<file path="src/rtl/series_player.sv">
// series_player: sequences notes from a fixed 4-song ROM for a frequency divider,
// with live keypad override.
// Ports:
//   clk, rst          - clock, synchronous active-high reset
//   en                - global enable; low freezes sequencing and mutes outputs
//   start, stop       - begin a song / abort playback (stop wins)
//   loop, song_sel    - repeat flag and song number, latched on accepted start
//   key_in            - live keypad code (0 = no key)
//   keycode           - keypad code to the divider (combinational bypass of key_in)
//   sound_series      - sequenced note to the divider (0 = silent)
//   busy              - song in progress (LOAD/PLAY/GAP)
//   done              - one-cycle pulse at natural end of song
module series_player #(
  parameter int unsigned BEAT_CYCLES = 2500000,
  parameter int unsigned GAP_CYCLES  = 250000
) (
  input  logic       clk,
  input  logic       rst,
  input  logic       en,
  input  logic       start,
  input  logic       stop,
  input  logic       loop,
  input  logic [1:0] song_sel,
  input  logic [3:0] key_in,
  output logic [3:0] keycode,
  output logic [3:0] sound_series,
  output logic       busy,
  output logic       done
);

  localparam int unsigned NOTE_W = 4;
  localparam int unsigned STEP_W = 3;
  localparam int unsigned SONG_W = 2;
  localparam int unsigned BEAT_W = 2;
  localparam int unsigned CNT_W  = $clog2(4 * BEAT_CYCLES);
  localparam logic [CNT_W-1:0]  GAP_LAST  = CNT_W'(GAP_CYCLES - 1);
  localparam logic [STEP_W-1:0] LAST_STEP = STEP_W'(7);

  typedef enum logic [1:0] {IDLE, LOAD, PLAY, GAP} state_t;

  state_t              state_q, state_n;
  logic [STEP_W-1:0]   step_q, step_n;
  logic [CNT_W-1:0]    cnt_q, cnt_n;
  logic [SONG_W-1:0]   song_q, song_n;
  logic                loop_q, loop_n;
  logic [NOTE_W-1:0]   note_q, note_n;
  logic [BEAT_W-1:0]   beats_q, beats_n;
  logic                done_q, done_n;

  logic [CNT_W-1:0]    play_last;
  logic [STEP_W-1:0]   step_inc;
  logic [5:0]          first_entry;
  logic [5:0]          next_entry;

  // Song ROM: {note[3:0], beats_minus_1[1:0]}; notes 13..15 mark end of song.
  function automatic logic [5:0] rom(input logic [SONG_W-1:0] song,
                                     input logic [STEP_W-1:0] step);
    logic [5:0] e;
    e = 6'h00;
    case ({song, step})
      {2'd0, 3'd0}: e = {4'd1,  2'd0};
      {2'd0, 3'd1}: e = {4'd3,  2'd0};
      {2'd0, 3'd2}: e = {4'd5,  2'd0};
      {2'd0, 3'd3}: e = {4'd6,  2'd0};
      {2'd0, 3'd4}: e = {4'd8,  2'd0};
      {2'd0, 3'd5}: e = {4'd10, 2'd0};
      {2'd0, 3'd6}: e = {4'd12, 2'd0};
      {2'd0, 3'd7}: e = {4'd0,  2'd0};
      {2'd1, 3'd0}: e = {4'd12, 2'd1};
      {2'd1, 3'd1}: e = {4'd10, 2'd1};
      {2'd1, 3'd2}: e = {4'd8,  2'd1};
      {2'd1, 3'd3}: e = {4'd6,  2'd1};
      {2'd1, 3'd4}: e = {4'd5,  2'd1};
      {2'd1, 3'd5}: e = {4'd3,  2'd1};
      {2'd1, 3'd6}: e = {4'd1,  2'd1};
      {2'd1, 3'd7}: e = {4'd15, 2'd1};
      {2'd2, 3'd0}: e = {4'd15, 2'd0};
      {2'd3, 3'd0}: e = {4'd15, 2'd0};
      default:      e = 6'h00;
    endcase
    return e;
  endfunction

  function automatic logic is_end(input logic [5:0] e);
    return e[5:2] >= NOTE_W'(13);
  endfunction

  // Last PLAY count of the current step: beats*BEAT_CYCLES - GAP_CYCLES - 1.
  assign play_last   = CNT_W'((32'(beats_q) + 32'd1) * BEAT_CYCLES - GAP_CYCLES - 32'd1);
  assign step_inc    = step_q + STEP_W'(1);
  assign first_entry = rom(song_q, '0);
  assign next_entry  = rom(song_q, step_inc);

  // State and sequencing registers.
  always_ff @(posedge clk) begin
    if (rst) begin
      state_q <= IDLE;
      step_q  <= '0;
      cnt_q   <= '0;
      song_q  <= '0;
      loop_q  <= 1'b0;
      note_q  <= '0;
      beats_q <= '0;
      done_q  <= 1'b0;
    end else begin
      state_q <= state_n;
      step_q  <= step_n;
      cnt_q   <= cnt_n;
      song_q  <= song_n;
      loop_q  <= loop_n;
      note_q  <= note_n;
      beats_q <= beats_n;
      done_q  <= done_n;
    end
  end

  // Next-state logic; with en low every register holds its value.
  always_comb begin
    state_n = state_q;
    step_n  = step_q;
    cnt_n   = cnt_q;
    song_n  = song_q;
    loop_n  = loop_q;
    note_n  = note_q;
    beats_n = beats_q;
    done_n  = 1'b0;

    if (en) begin
      case (state_q)
        IDLE: begin
          if (start && !stop) begin
            song_n  = song_sel;
            loop_n  = loop;
            step_n  = '0;
            cnt_n   = '0;
            state_n = LOAD;
          end
        end
        LOAD: begin
          if (stop) begin
            state_n = IDLE;
          end else if (is_end(first_entry)) begin
            // Empty song: finish (or spin through LOAD when looping) without PLAY.
            if (!loop_q) begin
              done_n  = 1'b1;
              state_n = IDLE;
            end
          end else begin
            note_n  = first_entry[5:2];
            beats_n = first_entry[1:0];
            cnt_n   = '0;
            state_n = PLAY;
          end
        end
        PLAY: begin
          if (stop) begin
            state_n = IDLE;
          end else if (cnt_q == play_last) begin
            cnt_n   = '0;
            state_n = GAP;
          end else begin
            cnt_n = cnt_q + CNT_W'(1);
          end
        end
        GAP: begin
          if (stop) begin
            state_n = IDLE;
          end else if (cnt_q == GAP_LAST) begin
            cnt_n = '0;
            if (step_q == LAST_STEP || is_end(next_entry)) begin
              step_n = '0;
              if (loop_q) begin
                state_n = LOAD;
              end else begin
                done_n  = 1'b1;
                state_n = IDLE;
              end
            end else begin
              // Next step starts immediately so each step spans beats*BEAT_CYCLES.
              step_n  = step_inc;
              note_n  = next_entry[5:2];
              beats_n = next_entry[1:0];
              state_n = PLAY;
            end
          end else begin
            cnt_n = cnt_q + CNT_W'(1);
          end
        end
        default: state_n = IDLE;
      endcase
    end
  end

  // Output decode; a pressed key takes priority and mutes the sequence.
  assign busy         = (state_q != IDLE);
  assign done         = done_q & en;
  assign keycode      = en ? key_in : '0;
  assign sound_series = (en && (key_in == '0) && (state_q == PLAY)) ? note_q : '0;

endmodule

</file>
<file path="config.mk">
export PLATFORM = sky130hd
export DESIGN_NAME = series_player
export DESIGN_NICKNAME = d
export VERILOG_FILES = /design/src/rtl/series_player.sv
export SDC_FILE = /design/constraint.sdc
export NUM_CORES = 1
export LEC_CHECK = 0
export ABC_AREA = 1
export BUFFER_PORTS_ARGS = -buffer_cell sky130_fd_sc_hd__buf_2
export CAP_MARGIN = 20
export CORE_UTILIZATION = 65
export CTS_CLUSTER_DIAMETER = 40
export CTS_CLUSTER_SIZE = 30
export DETAILED_ROUTE_END_ITERATION = 10
export PLACE_DENSITY = 0.95
export REMOVE_ABC_BUFFERS = 1
export SLEW_MARGIN = 10
export SYNTH_ARGS = -nofsm -noshare
export SYNTH_HDL_FRONTEND = slang
export SYNTH_SLANG_ARGS = --single-unit
</file>
<file path="constraint.sdc">
create_clock -name clk -period 3.3 [get_ports clk]
set_input_delay 0.33 -clock clk [delete_from_list [all_inputs] [get_ports clk]]
set_output_delay 0.33 -clock clk [all_outputs]
set_load 0.01 [all_outputs]
</file>
### After elaboration in Yosys (flattened, before gate mapping)

Memories as Yosys holds them, arrays and structs flattened.
Cells that the tools add are included.

* word-level logic and storage cells: 102
* bits in read-only memories: 160
* bits in registers: 39
* output and inout port bits: 10
* input port bits: 12
* memories: 1

Memories
* (no name shown): depth 32, width 5, read ports 1, clocked after memory_dff 0, wr ports 0, line 60 `case ({song, step})`

* magnitude comparators: 2
* equal/unequal tests: 19
* bitwise gates (word level): 2
* muxes and demuxes: 46
* add/sub/neg operators: 5
* multipliers: 1
* reduce and logical (&&, ||, !) cells: 18

Operators with widths (count)
* 2-to-1 mux 24 bit: 7
* case mux 24 bit (4 select lines): 1
* 2-to-1 mux 2 bit: 14
* 2-to-1 mux 4 bit: 7
* adder 24 x 1 -> 24 bit, second input constant: 1
* equality test 24 x 18 -> 1 bit, second input constant: 1
* equality test 24 bit: 1
* subtractor 24 x 18 -> 24 bit, second input constant: 1
* subtractor 24 x 2 -> 24 bit, second input constant: 1
* multiplier 3 x 17 -> 19 bit, second input constant: 1
* case mux 6 bit (3 select lines): 1
* inequality test 2 bit, second input constant: 7
* 2-to-1 mux 3 bit: 4
* AND reduction 5 bit: 2
* equality test 2 bit, second input constant: 4
* >= comparator 4 bit, second input constant: 2
* case mux 2 bit (4 select lines): 1
* case mux 4 bit (2 select lines): 1
* 2-to-1 mux 1 bit: 7
* AND reduction 7 bit: 1
* inequality test 3 bit, second input constant: 2
* case mux 3 bit (2 select lines): 1
* AND reduction 6 bit: 1
* nonzero test 2 bit: 3
* other kinds (16): 21

### Depth between registers and ports, before layout

Gate-level depths: netlist (run 1).

* word-level depth: 8
* depth in mapped cells: 13
* depth with buffers taken out: 13

### Worst setup path after synthesis (run 1)

No wires, ideal clock.

* path kind: register to register
* start point: register step_q[1]
* end point: register beats_q[0]
* setup time: 0.115 ns
* data required time: 3.185 ns
* cell stages (with the launch flop): 13
* period minus slack after synthesis: 1.876 ns
* data arrival time: 1.761 ns
* buffers on the path: 0
* setup slack: 1.424 ns
* path through: dfxtp_1 > ha_1 > ha_1 > inv_2 > nand2_1 > nand2_1 > nand2_1 > a21oi_2 > nand3_2 > nand2_2 > nand2_2 > a21oi_1 > nor2_1

* longest elaborated chain between the ends: 6
* elaborated cells on any way between the ends: 11
* those cells by class: add/sub (1); order compare (1); eq/ne (2); mux (4); reduce/logical (2); memory (1)

RTL lines
* start, declared: line 42 `logic [STEP_W-1:0] step_q, step_n;`
* start signal, assigned: line 107 `step_q <= step_n;`
* adder 3 x 1 -> 3 bit: line 90 `assign step_inc = step_q + STEP_W'(1);`
* memory (32 x 5 bit)
* >= comparator 4 bit or 2-to-1 mux 2 bit (tied branches): line 85, 170
* logical OR 1 bit or 2-to-1 mux 2 bit (tied branches): line 170, 168
* inequality test 2 bit (no line) or 2-to-1 mux 2 bit (tied branches)
* AND reduction 7 bit (no line) or case mux 2 bit (2 select lines) (tied branches)
* end signal, assigned: line 112 `beats_q <= beats_n;`
* end, declared: line 47 `logic [BEAT_W-1:0] beats_q, beats_n;`

Several ways; a longest one is shown, not always the timed one. The select of a mux whose other input is x is not followed.
A chain may end at the register's enable or synchronous reset.

### Final worst setup path (run 1)

* start point: register step_q[1]
* end point: register note_q[2]

* longest elaborated chain between the ends: 6
* elaborated cells on any way between the ends: 11
* those cells by class: add/sub (1); order compare (1); eq/ne (2); mux (4); reduce/logical (2); memory (1)

RTL lines
* adder 3 x 1 -> 3 bit: line 90
* memory (32 x 5 bit)
* >= comparator 4 bit or 2-to-1 mux 4 bit (tied branches): line 85, 170
* logical OR 1 bit or 2-to-1 mux 4 bit (tied branches): line 170, 168
* inequality test 2 bit (no line) or 2-to-1 mux 4 bit (tied branches)
* AND reduction 7 bit (no line) or case mux 4 bit (2 select lines) (tied branches)
* end signal, assigned: line 111 `note_q <= note_n;`
* end, declared: line 46 `logic [NOTE_W-1:0] note_q, note_n;`

Several ways; a longest one is shown, not always the timed one. The select of a mux whose other input is x is not followed.

==> qor.tcl, run 1 <==
set qor(status) {complete, no violations}
set qor(cts_tree) {built}
set qor(drc) 0
set qor(maxUsedRoutingLayer) {met4}
set qor(maximum_capacitance_violations) 0
set qor(globalRoute.totalOverflow) 0
set qor(postSynthRegisterBits) 38
set qor(critical_path_depth) 12
set qor(slew_headroom_pct) 48.45
set qor(fin_tns_setup_ns) 0
set qor(power_per_cell_area_nw_per_um2) 306.9
set qor(regToRegEndpoint) {note_q[2]}
set qor(dr_wl_met3_um) 816
set qor(timing.clock.skew_ns) 0.01004
set qor(grt_pass1_vias) 2883
set qor(synth.mux.area_fraction_pct) 0
set qor(path_cells) {ha_1, ha_1, inv_2, nand2_1, nand2_1, nand2_1, a21oi_2, nand3_2, nand2_2, nand2_2, a21oi_1, nor2_1}
set qor(htree_num_levels) 2
set qor(gp_congestion) 0.9933
set qor(critical-path-top-delay-family) {simple AND/OR/NAND/NOR gates}
set qor(route.met2.wl_um) 3534
set qor(setup_viol_count_final) 0
set qor(criticalPathCategory) {register to register}
set qor(floorplan.rows) 24
set qor(num_antenna_cells) 0
set qor(reg2regPathDepth) 12
set qor(max_freq_ghz) 0.4540
set qor(rsz0062_at_grt) {no}
set qor(hold_viol_final) 0
set qor(antenna_left) 0
set qor(synth_adder_area_share_pct) 3.366
set qor(ff2ff_setup_slack_ns) 1.10
set qor(fillers) 372
set qor(yosysTopAreaCell) {dfxtp_1}
set qor(synth.top_cell.area_share_pct) 25.58
set qor(cts_num_sinks) 38
set qor(avgRoutedWirePerCell_um) 13.82
set qor(worstPathMaxFanout) 10
set qor(wl_met1_um) 3044
set qor(clockRootBuffer) {clkbuf_8}
set qor(grt.total_usage_pct) 32.21
set qor(synth-edff-count) 0
set qor(critical_path.startpoint) {step_q[1]}
set qor(fin_nets) 517
set qor(relative_area_change_from_synthesis_to_final_layout_pct) 6.394
set qor(synth_compound_gate_area_share_pct) 10.31
set qor(yosys_warnings) 0
set qor(clockBufferDepth) 2
set qor(drt_iter0_markers) 266
set qor(die_area_um2) 4850
set qor(final.hold.worst_slack_ns) 0.3253
set qor(portBuffers) 21
set qor(layout_min_cycle_time_ns) 2.202
set qor(holdCritPathClass) {input pin to register}
set qor(aggregate_routed_wire_length_um) 7603
set qor(synth.top_cells.by_area) {dfxtp_1 26%, nand2_1 16%, nor2_1 9.1%, inv_1 7.8%, nand3_1 7.2%}
set qor(drtPass1Iterations) 5
set qor(netlist_area_um2) 2974
set qor(worst_ep_required_time_ns) 3.49
set qor(syn-instance-count) 479
set qor(regToRegStartpoint) {step_q[1]}
set qor(timing.critical_path.to) {note_q[2]}
set qor(grt_pass1_wl_um) 12700
set qor(finalMaxSlewViolations) 0
set qor(grt_start_max_net_pins) 23
set qor(synth_async_sr_flop_share_pct) 0
set qor(cts-resized-gates) 0
set qor(vias_cell) 5.764
set qor(cp-end-kind) {register}
set qor(actual_slew_at_the_worst_max_slew_pin_ns) 0.7725
set qor(timing.critical_path.buf_inv) 1
set qor(cts.repair_timing.setup_buffer_count) 0
set qor(cp_slowest_stage_delay_ns) 0.38
set qor(layout-drive-gt1-share_pct) 15.66
set qor(synth_simple_gate_area_share_pct) 47.37
set qor(synth_top_family_by_area) {simple AND/OR/NAND/NOR gates}
set qor(synth-xor-area-share_pct) 1.472
set qor(vdd.ir_drop.worst_uv) 298.8
set qor(dpl.hpwl_um) 5675
set qor(synth_cell_type_count) 38
set qor(post_synthesis_average_cell_area_um2) 6.209
set qor(worst_hold_startpoint) {song_sel[0]}
set qor(share_of_the_clock_period_used_by_the_worst_path_after_layout_pct) 66.74
set qor(core_area_um2) 4384
set qor(routed-via-count) 3170
set qor(die_w_um) 69.64
set qor(chipHeight_um) 69.64
set qor(worst_ep_arrival_time_ns) 2.39
set qor(number_of_i_o_pins) 22
set qor(cts.clk_slew.worst_paths_ns) 0.07
set qor(slowest_stage_cell_cp) {ha_1}
set qor(synthFlopType) {dfxtp_1}
set qor(worst_path_most_repeated_cell) {nand2_1}
set qor(initial_utilization_pct) 67.84
set qor(worst_skew_pair.late_latency_ns) 0.30
set qor(ctsHoldBuffers) 0
set qor(antenna_found_initial) 0
set qor(leak_nw) 1.381
set qor(ys_seq_area_share_pct) 25.58
set qor(tritoncts.num_buffers) 5
set qor(setup_crit_start_kind) {register}
layout by cell type (no fill, tap or decap), types with 5 or more instances in the layout:
cell      count
nand2_1     126
nor2_1       72
inv_1        62
nand3_1      43
dfxtp_1      38
a21oi_1      23
buf_2        21
nand4_1      13
inv_2        10
o21ai_0      10
ha_1          8
nor2_4        7
nor3_1        7
a21oi_2       6
nor2_2        6
clkbuf_8      6
nand2_2       5
xor2_1        5
worst register-to-register path: stages, from the launching register on:
cell and delay, ns:
dfxtp_1 0.37, ha_1 0.20, ha_1 0.38, inv_2 0.13
nand2_1 0.08, nand2_1 0.06, nand2_1 0.06, a21oi_2 0.18
nand3_2 0.15, nand2_2 0.12, nand2_2 0.13, a21oi_1 0.18
nor2_1 0.06
kinds of logic after synthesis:
logic type | after synthesis
compound gates | 51
flops | 38
xor+xnor | 5
simple gates | 293
buf+inv | 84
fa+ha+maj | 8
sequential cells by signal, indices dropped and copies added, names as in the netlist:
register and cells:
note_q 4, cnt_q 24, beats_q 1, state_q 2
song_q 2, done_q 1, step_q 3, loop_q 1
report_power, final:
part / leakage, nW / internal (mW) / switching [mW]
clock: 0.0482 / 0.169 / 0.166
combinational: 1.03 / 0.0492 / 0.111
sequential: 0.307 / 0.467 / 0.00894
total: 1.38 / 0.685 / 0.286
area by class of cell:
class                           instances  area, µm²  share of cell area [%]
Clock inverter                          1      5.005                  0.1582
Tap cell                               52      65.06                   2.056
Multi-Input combinational cell        357       1859                   58.76
Inverter                               74      282.8                   8.936
Timing Repair Buffer                   21      105.1                   3.321
Clock buffer                            7      86.33                   2.728
Sequential cell                        38      760.7                   24.04
metrics by stage:
stage	instances	cell area [µm²]	total power [mW]	utilization [%]	setup slack [ns]
after global placement	542	3073	0.6358	70.09	1.305
after floorplan	469	2903	0.5999	-	1.411
after detailed placement	542	3073	0.6431	70.09	1.153
after global routing	550	3164	1.014	72.17	0.9184
final	550	3164	0.9710	72.17	1.098
after CTS	550	3164	0.9707	72.17	1.128
worst min-delay path by stage:
stage / depth (start not counted) / slack [ns] / endpoint
final: 3 / 0.33 / song_q[0]
after global routing: 3 / 0.37 / song_q[1]
after CTS: 3 / 0.33 / song_q[0]
after detailed placement: 2 / 0.48 / note_q[1]
after global placement: 2 / 0.47 / note_q[1]
after floorplan: 1 / 0.39 / cnt_q[17]
synthesized netlist by cell type, types with 5 or more instances:
cell	n
nand3_1	43
ha_1	8
nor2_2	6
xor2_1	5
a21oi_1	23
inv_1	62
nand4_1	13
nor2_4	7
nor3_1	7
inv_2	10
nand2_2	5
a21oi_2	6
nand2_1	126
nor2_1	72
dfxtp_1	38
o21ai_0	10
routing by layer:
| metal | global-route usage [%] | vias to the layer above |
|---|---|---|
| met1 | 41.61 | 1390 |
| li1 | - | 1554 |
| met3 | 5.959 | 27 |
| met5 | 0 | - |
| met2 | 52.75 | 199 |
| met4 | 13.56 | 0 |
No activity file was read; power rests on OpenSTA's default activity.
==> inputs of run 2 (changes only) <==
Settings changed: ABC_AREA 1 to 0, CORE_UTILIZATION 65 to 60, PLACE_DENSITY 0.95 to 0.92.
Clock period 3.3 ns to 2.2 ns, I/O delays scaled along.
==> run 2 against run 1 <==
Effect of this change: the flow now finishes with violations (negative setup slack); synthesized cell count fell by 33%; first-iteration DRC count rose by 110%; critical path depth fell by 2; clock power rose by 41%; maximum frequency fell by 5.2%; core utilization rose by 6.9 points; critical path type unchanged.
==> qor.tcl, run 2 <==
set qor(clockRootBuffer) {clkbuf_8}
set qor(top_regs) {cnt_q (24), note_q (4), step_q (3)}
set qor(worst_ep_required_time_ns) 2.39
set qor(antenna_left) 0
set qor(chipHeight_um) 67.75
set qor(critical_path_depth) 10
set qor(pre_cts_ws_ns) -0.2971
set qor(ys_seq_area_share_pct) 29.33
set qor(max_freq_ghz) 0.4302
set qor(drt_iter0_markers) 565
set qor(fin_ws_ns) -0.1243
set qor(worst_path_most_repeated_cell) {buf_4}
set qor(aggregate_routed_wire_length_um) 8686
set qor(library_cell_with_the_highest_instance_count_after_synthesis) {dfxtp_1}
set qor(synthFlopType) {dfxtp_1}
set qor(critical-path-top-delay-family) {compound AO/OA/AOI/OAI gates}
set qor(cp-end-kind) {register}
set qor(yosys_warnings) 0
set qor(synth-xor-area-share_pct) 5.740
set qor(yosysTopAreaCell) {dfxtp_1}
set qor(largest_register_ffs) 24
set qor(synth.top_cells.by_area) {dfxtp_1 29%, nor2_1 4.5%, nand2_1 4.3%, ha_1 3.9%, and2_1 3.4%}
set qor(num_antenna_cells) 0
set qor(worst_ep_arrival_time_ns) 2.51
set qor(criticalPathCategory) {register to register}
set qor(final_common_cell) {dfxtp_1}
set qor(tritoncts.num_buffers) 5
set qor(layout_min_cycle_time_ns) 2.324
set qor(synth_async_sr_flop_share_pct) 0
set qor(portBuffers) 21
set qor(fillers) 246
set qor(hold_viol_final) 0
set qor(synth_simple_gate_area_share_pct) 35.41
set qor(routed-via-count) 2922
set qor(synth_adder_area_share_pct) 3.859
set qor(rsz0062_at_grt) {yes}
set qor(drc) 0
set qor(grt_start_max_net_pins) 17
set qor(synth_top_family_by_area) {simple AND/OR/NAND/NOR gates}
set qor(hold_path_depth) 3
set qor(fin_nets) 388
set qor(synth_compound_gate_area_share_pct) 17.41
set qor(synth.top_cells.by_count) {38 x dfxtp_1, 31 x nor2_1, 30 x nand2_1, 14 x and2_1, 14 x inv_1}
set qor(core_area_um2) 4086
set qor(timing.critical_path.buf_inv) 3
set qor(fin_total_pwr_mw) 1.343
set qor(grt_pass1_vias) 2570
set qor(initial_utilization_pct) 63.47
set qor(cts_num_sinks) 38
set qor(finalMaxSlewViolations) 0
set qor(synth.top_cell.area_share_pct) 29.33
set qor(grt_pass1_wl_um) 12310
set qor(timing.clock.skew_ns) 0.004120
set qor(cts.clk_slew.worst_paths_ns) 0.08
set qor(violations_in_the_final_reports) {negative setup slack}
set qor(htree_num_levels) 2
set qor(path_cells) {buf_4, inv_2, ha_1, or2_2, a21oi_4, o31ai_4, buf_4, o21ai_4, nor4_4, mux2_2}
set qor(reg2regPathDepth) 10
set qor(netlist_area_um2) 2594
set qor(slew_headroom_pct) 54.92
set qor(worstPathMaxFanout) 5
set qor(power_per_cell_area_nw_per_um2) 415.3
set qor(relative_area_change_from_synthesis_to_final_layout_pct) 24.65
set qor(syn-instance-count) 323
set qor(setup_viol_count_final) 10
set qor(placed_area_um2) 2920
set qor(dpl.hpwl_um) 5032
set qor(cp_slowest_stage_delay_ns) 0.37
set qor(synth.mux.area_fraction_pct) 2.750
set qor(fin_tns_setup_ns) -0.8345
set qor(maximum_capacitance_violations) 0
set qor(vias_cell) 6.990
set qor(synth-edff-count) 0
set qor(setup_crit_start_kind) {register}
set qor(actual_slew_at_the_worst_max_slew_pin_ns) 0.6701
set qor(leak_nw) 1.209
set qor(synth_cell_type_count) 61
set qor(number_of_i_o_pins) 22
set qor(globalRoute.totalOverflow) 0
set qor(layout-drive-gt1-share_pct) 27.72
set qor(clockBufferDepth) 2
set qor(avgRoutedWirePerCell_um) 20.78
set qor(grt.total_usage_pct) 36.34
set qor(status) {finished, violations left}
set qor(vdd.ir_drop.worst_uv) 285.8
set qor(share_of_the_clock_period_used_by_the_worst_path_after_layout_pct) 105.6
set qor(top_register) {cnt_q}
set qor(cts_tree) {built}
set qor(drtPass1Iterations) 7
set qor(post_synthesis_average_cell_area_um2) 8.030
set qor(floorplan.rows) 23
set qor(worst_skew_pair.late_latency_ns) 0.30
set qor(final_standard_cell_area_without_fillers_um2) 3233
set qor(slowest_stage_cell_cp) {dfxtp_2}
set qor(gp_congestion) 0.8625
set qor(die_w_um) 67.75
set qor(antenna_found_initial) 0
set qor(die_area_um2) 4590
set qor(holdCritPathClass) {input pin to register}
set qor(postSynthRegisterBits) 38
set qor(layout_common_cells) {37 x dfxtp_1, 31 x nor2_1, 31 x buf_4}
-- run 2: kinds of logic after synthesis --
family | after synthesis
compound gates | 63
fa+ha+maj | 8
xor+xnor | 17
flops | 38
mux | 7
buf+inv | 33
simple gates | 157
-- run 2: final cells by class --
class	count	area (µm²)	area share, %
timing repair buffer	55	380.4	11.76
clock buffer	5	68.82	2.128
inverter	15	56.30	1.741
clock inverter	2	10.01	0.3096
sequential	38	762.0	23.57
tap	50	62.56	1.935
multi-input combinational	253	1893	58.55
-- run 2: where the power goes --
group / switching (mW) / internal [mW]
clock network: 0.258 / 0.213
logic: 0.102 / 0.0661
registers: 0.0110 / 0.693
total: 0.371 / 0.972
-- run 2: worst paths after layout --
path	start	to	slack, ns
setup / recovery	step_q[0]	step_q[0]	-0.12
hold / removal	loop	loop_q	0.15
setup reg to reg	step_q[0]	step_q[0]	-0.12
hold reg to reg	note_q[2]	note_q[2]	0.48
-- run 2: worst reg2reg max path, cell delays in order, from the launching register on --
cell     delay (ns)
dfxtp_2        0.37
buf_4          0.16
inv_2          0.07
ha_1           0.23
or2_2          0.31
a21oi_4        0.18
o31ai_4        0.12
buf_4          0.16
o21ai_4        0.24
nor4_4         0.07
mux2_2         0.29
-- run 2: through the flow --
stage | util [%] | cells | hold WS (ns)
finish | 79.12 | 418 | 0.1540
global route | 79.12 | 418 | 0.2014
global placement | 71.46 | 407 | 0.4507
detailed placement | 71.46 | 407 | 0.4531
CTS | 75.54 | 415 | 0.1556
floorplan | - | 305 | 0.2891
-- run 2: timing repair --
item,4_1_cts,5_1_grt
setup buffers,1,3
hold buffers,0,0
pin swaps,5,6
resized for setup,12,19
setup endpoints to repair,11,11
cloned,1,0
-- run 2: per-layer routing --
layer / GRT usage [%] / share of wire (%) / up-vias
met2: 56.93 / 45 / 252
met5: 0 / 0 / -
li1: - / - / 1253
met3: 9.291 / 12 / 68
met4: 16.49 / 5.0 / 0
met1: 46.28 / 38 / 1349
==> inputs of run 3 (changes only) <==
Settings changed: CORE_MARGIN set to 2, REMOVE_ABC_BUFFERS 1 to unset.
==> run 3 against run 2 <==
Effect of this change: the flow still finishes with violations (negative setup slack); sequential share of layout area decreased by 0.42 points; clock skew rose by 0.0071 ns; hold slack improved by 0.0080 ns; power up 20%; largest power group is now clock; highest routed layer unchanged.
==> qor.tcl, run 3 (synthesis results as in run 2) <==
set qor(status) {finished, violations left}
set qor(violations_in_the_final_reports) {negative setup slack}
set qor(vias_cell) 6.914
set qor(share_of_the_clock_period_used_by_the_worst_path_after_layout_pct) 110.3
set qor(final.hold.worst_slack_ns) 0.1620
set qor(gp_congestion) 0.9044
set qor(leak_nw) 1.258
set qor(hold_viol_final) 0
set qor(final_common_cell) {dfxtp_1}
set qor(regToRegStartpoint) {step_q[0]}
set qor(worst_ep_required_time_ns) 2.39
set qor(grt_pass1_wl_um) 12650
set qor(drc) 0
set qor(grt.total_usage_pct) 32.12
set qor(drt_iter0_markers) 570
set qor(holdCritPathClass) {input pin to register}
set qor(cts_tree) {built}
set qor(critical_path.startpoint) {step_q[0]}
set qor(clockBufferDepth) 2
set qor(rsz0062_at_grt) {yes}
set qor(layout-drive-gt1-share_pct) 29.65
set qor(layout_common_cells) {35 x dfxtp_1, 32 x buf_4, 31 x nor2_1}
set qor(initial_utilization_pct) 63.47
set qor(worst_ep_arrival_time_ns) 2.61
set qor(largest_register_ffs) 24
set qor(clockRootBuffer) {clkbuf_8}
set qor(worst_skew_pair.late_latency_ns) 0.30
set qor(portBuffers) 21
set qor(number_of_i_o_pins) 22
set qor(num_antenna_cells) 0
set qor(core_area_um2) 4086
set qor(cts.clk_slew.worst_paths_ns) 0.08
set qor(actual_slew_at_the_worst_max_slew_pin_ns) 0.5245
set qor(top_regs) {cnt_q (24), note_q (4), step_q (3)}
set qor(relative_area_change_from_synthesis_to_final_layout_pct) 27.74
set qor(slew_headroom_pct) 64.48
set qor(die_area_um2) 4865
set qor(globalRoute.totalOverflow) 0
set qor(ctsHoldBuffers) 0
set qor(drtPass1Iterations) 6
set qor(floorplan.rows) 23
set qor(finalMaxSlewViolations) 0
set qor(routed-via-count) 2911
set qor(maximum_capacitance_violations) 0
set qor(die_w_um) 69.75
set qor(dpl.hpwl_um) 4943
set qor(chipHeight_um) 69.75
set qor(grt_pass1_vias) 2658
set qor(criticalPathCategory) {register to register}
set qor(top_register) {cnt_q}
set qor(syn_nets) 343
set qor(avgRoutedWirePerCell_um) 20.83
set qor(aggregate_routed_wire_length_um) 8768
set qor(fin_ws_ns) -0.2272
set qor(worst_hold_startpoint) {song_sel[1]}
set qor(htree_num_levels) 2
set qor(max_freq_ghz) 0.4120
set qor(worstPathMaxFanout) 5
set qor(setup_crit_start_kind) {register}
set qor(placed_area_um2) 2933
set qor(cts_num_sinks) 38
set qor(fin_nets) 390
set qor(antenna_found_initial) 0
set qor(power_per_cell_area_nw_per_um2) 487.4
set qor(setup_viol_count_final) 11
set qor(antenna_left) 0
set qor(tritoncts.num_buffers) 5
set qor(layout_min_cycle_time_ns) 2.427
set qor(cp-end-kind) {register}
set qor(grt_start_max_net_pins) 18
set qor(vdd.ir_drop.worst_uv) 419.4
set qor(final_standard_cell_area_without_fillers_um2) 3313
set qor(timing.clock.skew_ns) 0.01122
## run 3: power breakdown
part | total (mW) | switching (mW) | internal [mW]
sequential | 0.705 | 0.0138 | 0.691
combinational | 0.160 | 0.0979 | 0.0619
clock | 0.750 | 0.266 | 0.484
## run 3: repair_timing
item	CTS	global route
gates cloned	1	0
setup endpoints to repair	7	13
resized for setup	8	17
setup buffers	3	8
pin swaps	6	12
## run 3: final cells by class
class | count | area [µm²]
clock buffers | 6 | 82.58
clock inverters | 2 | 60.06
fillers | 226 | 773.2
inverters | 15 | 60.06
multi-input cells | 253 | 1882
flip-flops and latches | 38 | 767.0
well taps | 50 | 62.56
repair buffers | 57 | 399.1
## run 3: critical path: stages (launching register included)
cell	delay, ns
dfxtp_4	0.38
buf_6	0.13
clkinvlp_4	0.13
ha_2	0.24
or2_2	0.30
a21oi_4	0.15
o31ai_4	0.13
o21ai_2	0.23
buf_4	0.15
a31oi_1	0.09
nor4b_1	0.37
## run 3: per-stage QoR
stage / setup TNS, ns / util (%) / total power [mW] / setup slack (ns) / instances
6_report: -0.8936 / 81.08 / 1.615 / -0.2272 / 421
5_1_grt: -2.081 / 81.08 / 1.654 / -0.4937 / 421
4_1_cts: 0 / 77.43 / 1.590 / 0.001877 / 413
3_5_place_dp: -0.1015 / 71.77 / 0.8506 / -0.03697 / 401
3_3_place_gp: 0 / 71.77 / 0.8463 / 0.04584 / 401
2_1_floorplan: 0 / - / 0.8017 / 0.01993 / 323
## run 3: metal layers
metal	global-route usage, %	vias up	share of wire, %
met4	18.38	0	7.2
li1	-	1256	-
met1	39.73	1331	37
met5	0	-	0
met3	6.686	77	13
met2	51.71	247	43
## run 3: worst paths after layout
path | slack (ns) | cells past startpoint | to
min reg2reg | 0.51 | 2 | note_q[1]
max | -0.23 | 10 | done_q
min | 0.16 | 3 | song_q[1]
max reg2reg | -0.23 | 10 | done_q
